## config.mk

```make
export PLATFORM = sky130hd
export DESIGN_NAME = audio_voice_sequencer_flat
export DESIGN_NICKNAME = d
export VERILOG_FILES = /design/src/rtl/audio_voice_sequencer_if.sv /design/src/rtl/audio_voice_sequencer.sv /design/src/flat_wrapper.sv
export SDC_FILE = /design/constraint.sdc
export NUM_CORES = 1
export LEC_CHECK = 0
export CAP_MARGIN = 20
export CELL_PAD_IN_SITES_DETAIL_PLACEMENT = 0
export CELL_PAD_IN_SITES_GLOBAL_PLACEMENT = 1
export CORE_MARGIN = 3
export CORE_UTILIZATION = 45
export DETAILED_ROUTE_END_ITERATION = 10
export PLACE_DENSITY_LB_ADDON = 0.1
export SLEW_MARGIN = 20
export SYNTH_ARGS = -nofsm -noshare
export SYNTH_HDL_FRONTEND = slang
export SYNTH_SLANG_ARGS = --single-unit
```

## constraint.sdc

```tcl
create_clock -name clk -period 3.89 [get_ports clk]
set_input_delay 1.167 -clock clk [delete_from_list [all_inputs] [get_ports clk]]
set_output_delay 1.167 -clock clk [all_outputs]
set_load 0.005 [all_outputs]
```

## src/rtl/audio_voice_sequencer_if.sv

```systemverilog
// Handshake and attribute-RAM bus of the voice sequencer.
// master = sequencer side, slave = driver/consumer side.
interface audio_voice_sequencer_if #(
  parameter int PHASE_W = 17
);
  logic               start_i;
  logic               busy_o;
  logic               ram_rd_en_o;
  logic [3:0]         ram_rd_addr_o;
  logic [31:0]        ram_rd_data_i;
  logic               voice_valid_o;
  logic               voice_ready_i;
  logic [3:0]         voice_idx_o;
  logic [PHASE_W-1:0] voice_phase_o;
  logic [5:0]         voice_vol_o;
  logic [1:0]         voice_lr_o;
  logic [1:0]         voice_wave_o;
  logic [5:0]         voice_pw_o;
  logic               frame_done_o;
  logic               overrun_o;

  modport master (
    input  start_i, ram_rd_data_i, voice_ready_i,
    output busy_o, ram_rd_en_o, ram_rd_addr_o, voice_valid_o, voice_idx_o,
           voice_phase_o, voice_vol_o, voice_lr_o, voice_wave_o, voice_pw_o,
           frame_done_o, overrun_o
  );

  modport slave (
    output start_i, ram_rd_data_i, voice_ready_i,
    input  busy_o, ram_rd_en_o, ram_rd_addr_o, voice_valid_o, voice_idx_o,
           voice_phase_o, voice_vol_o, voice_lr_o, voice_wave_o, voice_pw_o,
           frame_done_o, overrun_o
  );
endinterface

```

## src/rtl/audio_voice_sequencer.sv

```systemverilog
// 16-voice frame sequencer: reads each attribute word, advances that voice's phase, presents the result.
// Optional AUDIO_SEQ_SKIP_MUTED_EN: voices with vol=0 still advance phase but are not emitted.
module audio_voice_sequencer #(
  parameter int PHASE_W = 17
) (
  input  logic                    clk,
  input  logic                    rst,
  audio_voice_sequencer_if.master bus
);
  localparam logic [1:0] S_IDLE = 2'd0;
  localparam logic [1:0] S_READ = 2'd1;
  localparam logic [1:0] S_WAIT = 2'd2;
  localparam logic [1:0] S_EMIT = 2'd3;

  logic [1:0]         r_state;
  logic [3:0]         r_cnt;
  logic [PHASE_W-1:0] r_phase [16];
  logic [PHASE_W-1:0] r_phase_out;
  logic [5:0]         r_vol;
  logic [1:0]         r_lr;
  logic [1:0]         r_wave;
  logic [5:0]         r_pw;
  logic               r_overrun;

  logic [PHASE_W-1:0] w_phase_nxt;
  logic               w_hs;
  logic               w_skip;
  logic               w_done;

  assign w_phase_nxt = r_phase[r_cnt] + PHASE_W'(bus.ram_rd_data_i[15:0]);
  assign w_hs        = (r_state == S_EMIT) && bus.voice_ready_i;
`ifdef AUDIO_SEQ_SKIP_MUTED_EN
  assign w_skip      = (r_state == S_WAIT) && (bus.ram_rd_data_i[21:16] == 6'd0);
`else
  assign w_skip      = 1'b0;
`endif
  // Frame ends on the last voice's handshake, or on its WAIT when that voice is skipped.
  assign w_done      = (w_hs || w_skip) && (r_cnt == 4'd15);

  always_ff @(posedge clk) begin
    if (rst) begin
      r_state     <= S_IDLE;
      r_cnt       <= '0;
      r_phase_out <= '0;
      r_vol       <= '0;
      r_lr        <= '0;
      r_wave      <= '0;
      r_pw        <= '0;
      r_overrun   <= 1'b0;
      for (int i = 0; i < 16; i++) r_phase[i] <= '0;
    end else begin
      // Any start outside IDLE, including the final handshake cycle, is an overrun.
      r_overrun <= bus.start_i && (r_state != S_IDLE);
      case (r_state)
        S_IDLE: if (bus.start_i) begin
          r_state <= S_READ;
          r_cnt   <= '0;
        end
        S_READ: r_state <= S_WAIT;
        S_WAIT: begin
          r_phase[r_cnt] <= w_phase_nxt;
          r_phase_out    <= w_phase_nxt;
          r_vol          <= bus.ram_rd_data_i[21:16];
          r_lr           <= bus.ram_rd_data_i[23:22];
          r_pw           <= bus.ram_rd_data_i[29:24];
          r_wave         <= bus.ram_rd_data_i[31:30];
          if (!w_skip)           r_state <= S_EMIT;
          else if (w_done)       r_state <= S_IDLE;
          else begin
            r_state <= S_READ;
            r_cnt   <= r_cnt + 4'd1;
          end
        end
        default: if (w_hs) begin
          if (w_done) r_state <= S_IDLE;
          else begin
            r_state <= S_READ;
            r_cnt   <= r_cnt + 4'd1;
          end
        end
      endcase
    end
  end

  assign bus.busy_o        = (r_state != S_IDLE);
  assign bus.ram_rd_en_o   = (r_state == S_READ);
  assign bus.ram_rd_addr_o = r_cnt;
  assign bus.voice_valid_o = (r_state == S_EMIT);
  assign bus.voice_idx_o   = r_cnt;
  assign bus.voice_phase_o = r_phase_out;
  assign bus.voice_vol_o   = r_vol;
  assign bus.voice_lr_o    = r_lr;
  assign bus.voice_wave_o  = r_wave;
  assign bus.voice_pw_o    = r_pw;
  assign bus.frame_done_o  = w_done;
  assign bus.overrun_o     = r_overrun;
endmodule

```

## src/flat_wrapper.sv

```systemverilog
// flat-port wrapper written by rule: the top's interface ports become plain ports
module audio_voice_sequencer_flat 
#(
  parameter int PHASE_W = 17
)
  (clk, rst, bus_start_i, bus_ram_rd_data_i, bus_voice_ready_i, bus_busy_o, bus_ram_rd_en_o, bus_ram_rd_addr_o, bus_voice_valid_o, bus_voice_idx_o, bus_voice_phase_o, bus_voice_vol_o, bus_voice_lr_o, bus_voice_wave_o, bus_voice_pw_o, bus_frame_done_o, bus_overrun_o);
  audio_voice_sequencer_if #(.PHASE_W(PHASE_W)) bus_i ();
  input  logic clk;
  input  logic rst;
  input wire logic [$bits(bus_i.start_i)-1:0] bus_start_i;
  input wire logic [$bits(bus_i.ram_rd_data_i)-1:0] bus_ram_rd_data_i;
  input wire logic [$bits(bus_i.voice_ready_i)-1:0] bus_voice_ready_i;
  output wire logic [$bits(bus_i.busy_o)-1:0] bus_busy_o;
  output wire logic [$bits(bus_i.ram_rd_en_o)-1:0] bus_ram_rd_en_o;
  output wire logic [$bits(bus_i.ram_rd_addr_o)-1:0] bus_ram_rd_addr_o;
  output wire logic [$bits(bus_i.voice_valid_o)-1:0] bus_voice_valid_o;
  output wire logic [$bits(bus_i.voice_idx_o)-1:0] bus_voice_idx_o;
  output wire logic [$bits(bus_i.voice_phase_o)-1:0] bus_voice_phase_o;
  output wire logic [$bits(bus_i.voice_vol_o)-1:0] bus_voice_vol_o;
  output wire logic [$bits(bus_i.voice_lr_o)-1:0] bus_voice_lr_o;
  output wire logic [$bits(bus_i.voice_wave_o)-1:0] bus_voice_wave_o;
  output wire logic [$bits(bus_i.voice_pw_o)-1:0] bus_voice_pw_o;
  output wire logic [$bits(bus_i.frame_done_o)-1:0] bus_frame_done_o;
  output wire logic [$bits(bus_i.overrun_o)-1:0] bus_overrun_o;
  assign bus_i.start_i = bus_start_i;
  assign bus_i.ram_rd_data_i = bus_ram_rd_data_i;
  assign bus_i.voice_ready_i = bus_voice_ready_i;
  assign bus_busy_o = bus_i.busy_o;
  assign bus_ram_rd_en_o = bus_i.ram_rd_en_o;
  assign bus_ram_rd_addr_o = bus_i.ram_rd_addr_o;
  assign bus_voice_valid_o = bus_i.voice_valid_o;
  assign bus_voice_idx_o = bus_i.voice_idx_o;
  assign bus_voice_phase_o = bus_i.voice_phase_o;
  assign bus_voice_vol_o = bus_i.voice_vol_o;
  assign bus_voice_lr_o = bus_i.voice_lr_o;
  assign bus_voice_wave_o = bus_i.voice_wave_o;
  assign bus_voice_pw_o = bus_i.voice_pw_o;
  assign bus_frame_done_o = bus_i.frame_done_o;
  assign bus_overrun_o = bus_i.overrun_o;
  audio_voice_sequencer #(.PHASE_W(PHASE_W)) u_core (.clk(clk), .rst(rst), .bus(bus_i));
endmodule
```

==> results_dict.tcl, run 1 <==
set metrics [dict create \
    cts_buffer_depth 3 \
    skew_ns 0.0159 \
    worst_hold_path.num_cells 2 \
    grt_remaining_overflow 0 \
    gr-usage-all-layers_pct 23.2 \
    clockRootBuffer "clkbuf_16" \
    cp.depth 13 \
    grt_pass1_wl_um 62400 \
    numPortBuffers 81 \
    max_slew_margin_pct 53.3 \
    path_delay_family "multiplexers" \
    setup_viol 0 \
    slowest_stage "mux4_2" \
    synth-seq-cells 316 \
    slowest_delay_ns 0.57 \
    setup.worst_path.class "reg -> reg" \
    htreeDepth 2 \
    maxCapViolations 0 \
    synth_flop_cell "edfxtp_1" \
    grt_use_met2_pct 36.7 \
    use_met1_pct 34.6 \
    yosys_warnings 0 \
    final_max_slew_viol_count 0 \
    fillerInstances 2659 \
    dr_total_vias 10000 \
    cts_tree "done" \
    initial_core_util_pct 46.3 \
    core_area_um2 32000 \
    crit_path_start_kind "register" \
    r2r_slack_ns 0.16 \
    antenna_left 0 \
    cts.hold.buffers_added 0 \
    finalCritPeriodShare_pct 96.0 \
    layout_commonest_cell "nor2_1" \
    rsz0062_at_grt "true" \
    max_freq_mhz 268 \
    gp_congestion 0.868 \
    io_pins 82 \
    power_w 0.00925 \
    tightest_slew_ns 0.700 \
    final_util_pct 57.2 \
    clk_latency_ns 0.52 \
    die_x_um 187 \
    endpoint_kind "register" \
    grt_pass1_vias 9913 \
    grt.busiest_layer "met2" \
    syn_area_um2 14800 \
    use_met3_pct 3.09 \
    die_h_um 187 \
    clock_sink_count 316 \
    path_max_fanout 16 \
    critPathRequiredTime_ns 4.16 \
    hold_viol_final 0 \
    ff2ff_path_depth 13 \
    crit_buf_inv 4 \
    cp_cell_sequence "buf_12, buf_4, buf_4, mux4_2, mux4_2, ha_1, a21o_4, a31oi_4, o211ai_1, o21ai_2, xor2_2, buf_12, nor2_1" \
    antenna_found_initial 1 \
    syn_to_final_growth_pct 23.4 \
    synth_edf_count 272 \
    yosysUniqueCellTypes 55 \
    synth_cells 1156 \
    syn_avg_cell_area_um2 12.8 \
    arrival_ns 4.00 \
    dp_hpwl_um 27800 \
    yosysSeqAreaShare_pct 61.1 \
    finalCriticalPeriod_ns 3.73 \
    ir_drop_uv 358 \
    grt_max_degree 47 \
    n_antenna_cell 0 \
    die-area_um2 35100 \
    power.density_nw_per_um2 507 \
    postSynth.asyncResetShare_pct 0 \
    drc 0 \
    rows 65 \
    cts_made_buffers 36 \
    first_iter_violations 1135 \
    dr.pass1.iters 5 \
    post_drt_wl_per_cell_um 23.3 \
    leakagePower_nw 6.34 \
    nets 1352 \
    cp-endpoint "u_core.r_phase[12][15]" \
    status "finished, final reports clean" \
    cts.clk_slew.worst_paths_ns 0.06 \
    hold_path.class "reg -> reg" \
    drt-total-wl_um 40800 \
    avgViaCountPerCell 5.73 \
    drive_gt1_share_pct 23.3 \
    syn_nets 1217 \
    r2r-end "u_core.r_phase[12][15]" \
    layout_common_cells "nor2_1, edfxtp_1, buf_4, mux4_2, clkdlybuf4s50_1" \
]
worst min-delay path by stage:
stage,end,slack [ns],start
after detailed placement,u_core.bus.voice_phase_o[10],0.46,u_core.bus.voice_phase_o[10]
after global placement,u_core.bus.voice_phase_o[10],0.45,u_core.bus.voice_phase_o[10]
final,u_core.bus.voice_phase_o[6],0.47,u_core.bus.voice_phase_o[6]
after global routing,u_core.bus.voice_phase_o[9],0.50,u_core.bus.voice_phase_o[9]
after CTS,u_core.bus.voice_phase_o[10],0.47,u_core.bus.voice_phase_o[10]
after floorplan,u_core.bus.voice_phase_o[10],0.46,u_core.bus.voice_phase_o[10]
sequential cells by signal, summed over array words and instances, names as in the netlist, named ones only:
name / flops
u_core.r_phase: 272
u_core.bus.voice_phase_o: 17
u_core.bus.voice_pw_o: 6
u_core.bus.voice_vol_o: 6
u_core.bus.ram_rd_addr_o: 4
u_core.bus.voice_lr_o: 2
u_core.bus.voice_wave_o: 2
u_core.r_state: 2
u_core.bus.overrun_o: 1
what timing repair did:
action                     CTS  global route
cloned                       0             1
resized for setup            1            22
pin swaps                    2             6
buffers inserted             7             1
setup endpoints to repair   44           140
Yosys cell counts, types with 5 or more instances:
cell type,number,area share (%)
clkbuf_1,70,1.8
nor2_2,10,0.42
ha_1,24,2.0
nor2_1,296,7.5
a21oi_1,25,0.85
mux2i_1,20,1.4
or4_1,17,0.86
mux4_2,84,13
a311o_1,5,0.34
inv_1,13,0.33
buf_1,12,0.30
dfxtp_1,44,5.9
xor2_1,6,0.35
nand4_1,7,0.30
a21o_1,6,0.30
buf_4,5,0.25
nand2_1,62,1.6
nand3_1,31,1.0
a31oi_1,19,0.80
edfxtp_1,272,55
xnor2_1,6,0.35
buf_2,21,0.71
nor3_1,42,1.4
cell families after synthesis:
| group | count (synthesis) | synth area share [%] |
|---|---|---|
| AO/OA/AOI/OAI | 88 | 3.92 |
| XOR/XNOR | 14 | 1.01 |
| adder cells (fa/ha/maj) | 25 | 2.16 |
| buffers and inverters | 124 | 3.55 |
| flip-flops | 316 | 61.1 |
| multiplexers | 104 | 14.1 |
| AND/OR/NAND/NOR | 485 | 14.1 |
per-layer routing:
metal	vias up	wire length [µm]
li1	4517	-
met1	5118	18300
met2	364	19300
met3	50	2560
met4	0	649
met5	-	0
tightest hold or removal path: cells and delay by family (launching register included):
kind,cells,cell delay [ns]
flops,1,0.30
simple gates,1,0.06
compound gates,1,0.05
cell type report:
type	count	area, µm²	area share, %
multi-input cells	716	5390	29.5
clock buffers	47	952	5.21
clock inverters	18	166	0.911
repair buffers	207	2110	11.6
flip-flops and latches	316	9060	49.6
inverters	14	52.6	0.288
well taps	435	544	2.98
stage by stage:
stage | hold slack (ns) | instance area (µm²) | setup slack, ns | instances | setup TNS [ns]
final | 0.465 | 18300 | 0.157 | 1753 | 0
after floorplan | 0.462 | 14900 | 0.00142 | 1156 | 0
after global placement | 0.454 | 16900 | -0.0000548 | 1679 | -0.0000548
after global routing | 0.500 | 18300 | -0.00103 | 1753 | -0.00103
after CTS | 0.467 | 18100 | 0.0538 | 1751 | 0
after detailed placement | 0.458 | 16900 | -0.0231 | 1679 | -0.342
report_power, final:
group	total (W)	leakage (nW)	internal [W]	switching, W
registers	0.00397	3.05	0.00389	0.0000819
clock network	0.00323	0.531	0.00187	0.00135
logic	0.00206	2.76	0.000886	0.00117
Note: power is estimated with default switching activity, not from simulation.
==> run 2: changes to the inputs <==
clock period = 3.1 ns   (was 3.89 ns; I/O delays follow)
==> results_dict.tcl, run 2 (same netlist as run 1, synthesis figures left out) <==
set metrics [dict create \
    top_layer_used "met4" \
    die_x_um 187 \
    skew_ns 0.0231 \
    largest_reg_flops 272 \
    htreeDepth 2 \
    gr-usage-all-layers_pct 23.0 \
    drt-total-wl_um 41600 \
    core_area_um2 32000 \
    layout_commonest_cell "nor2_1" \
    finalCriticalPeriod_ns 3.72 \
    dr_total_vias 10100 \
    hold_path.class "reg -> reg" \
    crit_path_start_kind "register" \
    place_inst 1717 \
    cts.clk_slew.worst_paths_ns 0.06 \
    syn_to_final_growth_pct 30.0 \
    top_register "u_core.r_phase" \
    worst_hold_path.num_cells 2 \
    violations "negative setup slack" \
    n_antenna_cell 0 \
    path_max_fanout 8 \
    io_pins 82 \
    grt_remaining_overflow 0 \
    ff2ff_path_depth 13 \
    die_h_um 187 \
    layout_common_cells "nor2_1, edfxtp_1, buf_4, mux4_2, clkdlybuf4s50_1" \
    endpoint_kind "register" \
    clk_latency_ns 0.53 \
    tightest_slew_ns 0.561 \
    critPathRequiredTime_ns 3.38 \
    cts.hold.buffers_added 0 \
    wl_met3_um 3490 \
    die-area_um2 35100 \
    grt_max_degree 35 \
    setup_viol 248 \
    rsz0062_at_grt "true" \
    dp_hpwl_um 28800 \
    post_drt_wl_per_cell_um 23.0 \
    drc 0 \
    cts_tree "done" \
    drive_gt1_share_pct 29.4 \
    final_max_slew_viol_count 0 \
    layout_setup_ws_ns -0.625 \
    first_iter_violations 914 \
    max_slew_margin_pct 62.6 \
    clockRootBuffer "clkbuf_16" \
    rows 65 \
    cts_buffer_depth 3 \
    setup.worst_path.class "reg -> reg" \
    grt_pass1_wl_um 61900 \
    clock_sink_count 316 \
    hold_viol_final 0 \
    maxCapViolations 0 \
    arrival_ns 4.01 \
    avgViaCountPerCell 5.61 \
    antenna_found_initial 0 \
    status "finished with violations" \
    power_w 0.0120 \
    ir_drop_uv 418 \
    dr_wl_met2_um 19700 \
    power.density_nw_per_um2 626 \
    leakagePower_nw 6.77 \
    numPortBuffers 81 \
    layout.cells.non_filler 1807 \
    dr.pass1.iters 5 \
    max_freq_mhz 268 \
    gp_congestion 0.854 \
    grt_pass1_vias 10100 \
    wl_met1_um 17900 \
    antenna_left 0 \
    finalCritPeriodShare_pct 120 \
    nets 1412 \
    cts_made_buffers 35 \
    initial_core_util_pct 46.3 \
]
-- run 2: changes by cell type in the layout (fill, tap and decap cells not counted), sizes merged --
cell / previous run / this run
buf: 126 / 182
clkinvlp: 3 / 0
clkbuf: 48 / 50
clkinv: 11 / 9
inv: 16 / 17
-- run 2: metrics by stage --
stage / hold slack, ns / util, % / setup WS (ns) / area (µm²) / setup TNS, ns
final: 0.463 / 60.2 / -0.625 / 19200 / -107.38
after global placement: 0.452 / 54.4 / -0.624 / 17400 / -105.94
after detailed placement: 0.455 / 54.4 / -0.677 / 17400 / -115.14
after CTS: 0.464 / 58.7 / -0.543 / 18800 / -96.07
after global routing: 0.484 / 60.2 / -0.706 / 19200 / -134.38
after floorplan: 0.462 / - / -0.591 / 15200 / -80.72
-- run 2: repair_timing --
item | 4_1_cts | 5_1_grt
pin swaps | 16 | 15
endpoints found under the setup margin | 238 | 255
cloned | 1 | 6
gates resized for setup | 31 | 42
setup buffers | 10 | 15
-- run 2: cell type report --
class	instances	area, µm²
fill	2561	12700
sequential	316	9050
multi-input combinational	716	5730
timing repair buffer	268	2770
clock buffer	44	941
tap	435	544
clock inverter	14	149
inverter	14	52.6
-- run 2: critical path, cell delays in order, from the launching register on --
cell and delay, ns:
dfxtp_4 0.44, buf_12 0.14, buf_6 0.13, mux4_2 0.59, mux4_2 0.53, ha_4 0.25, a21o_1 0.21, a21oi_4 0.18
a211o_1 0.23, buf_6 0.12, nand2_4 0.05, xnor2_4 0.30, clkbuf_16 0.25, nor2_1 0.05
-- run 2: worst paths after layout --
check | startpoint | endpoint | slack, ns
worst min register to register | u_core.bus.voice_phase_o[6] | u_core.bus.voice_phase_o[6] | 0.46
worst max-delay path | register | u_core.r_phase[9][9] | -0.62
worst max register to register | register | u_core.r_phase[9][9] | -0.62
worst min-delay path | u_core.bus.voice_phase_o[6] | u_core.bus.voice_phase_o[6] | 0.46
-- run 2: report_power, final --
| group | internal, W | total, W | switching (W) |
|---|---|---|---|
| registers | 0.00488 | 0.00499 | 0.000110 |
| clock network | 0.00233 | 0.00401 | 0.00167 |
| logic | 0.00140 | 0.00305 | 0.00165 |
| total | 0.00861 | 0.0120 | 0.00344 |
-- run 2: routing by layer --
metal / up-vias / global-route usage (%)
li1: 4637 / -
met1: 5095 / 32.4
met2: 369 / 37.2
met3: 45 / 5.58
met4: 0 / 4.01
met5: - / 0
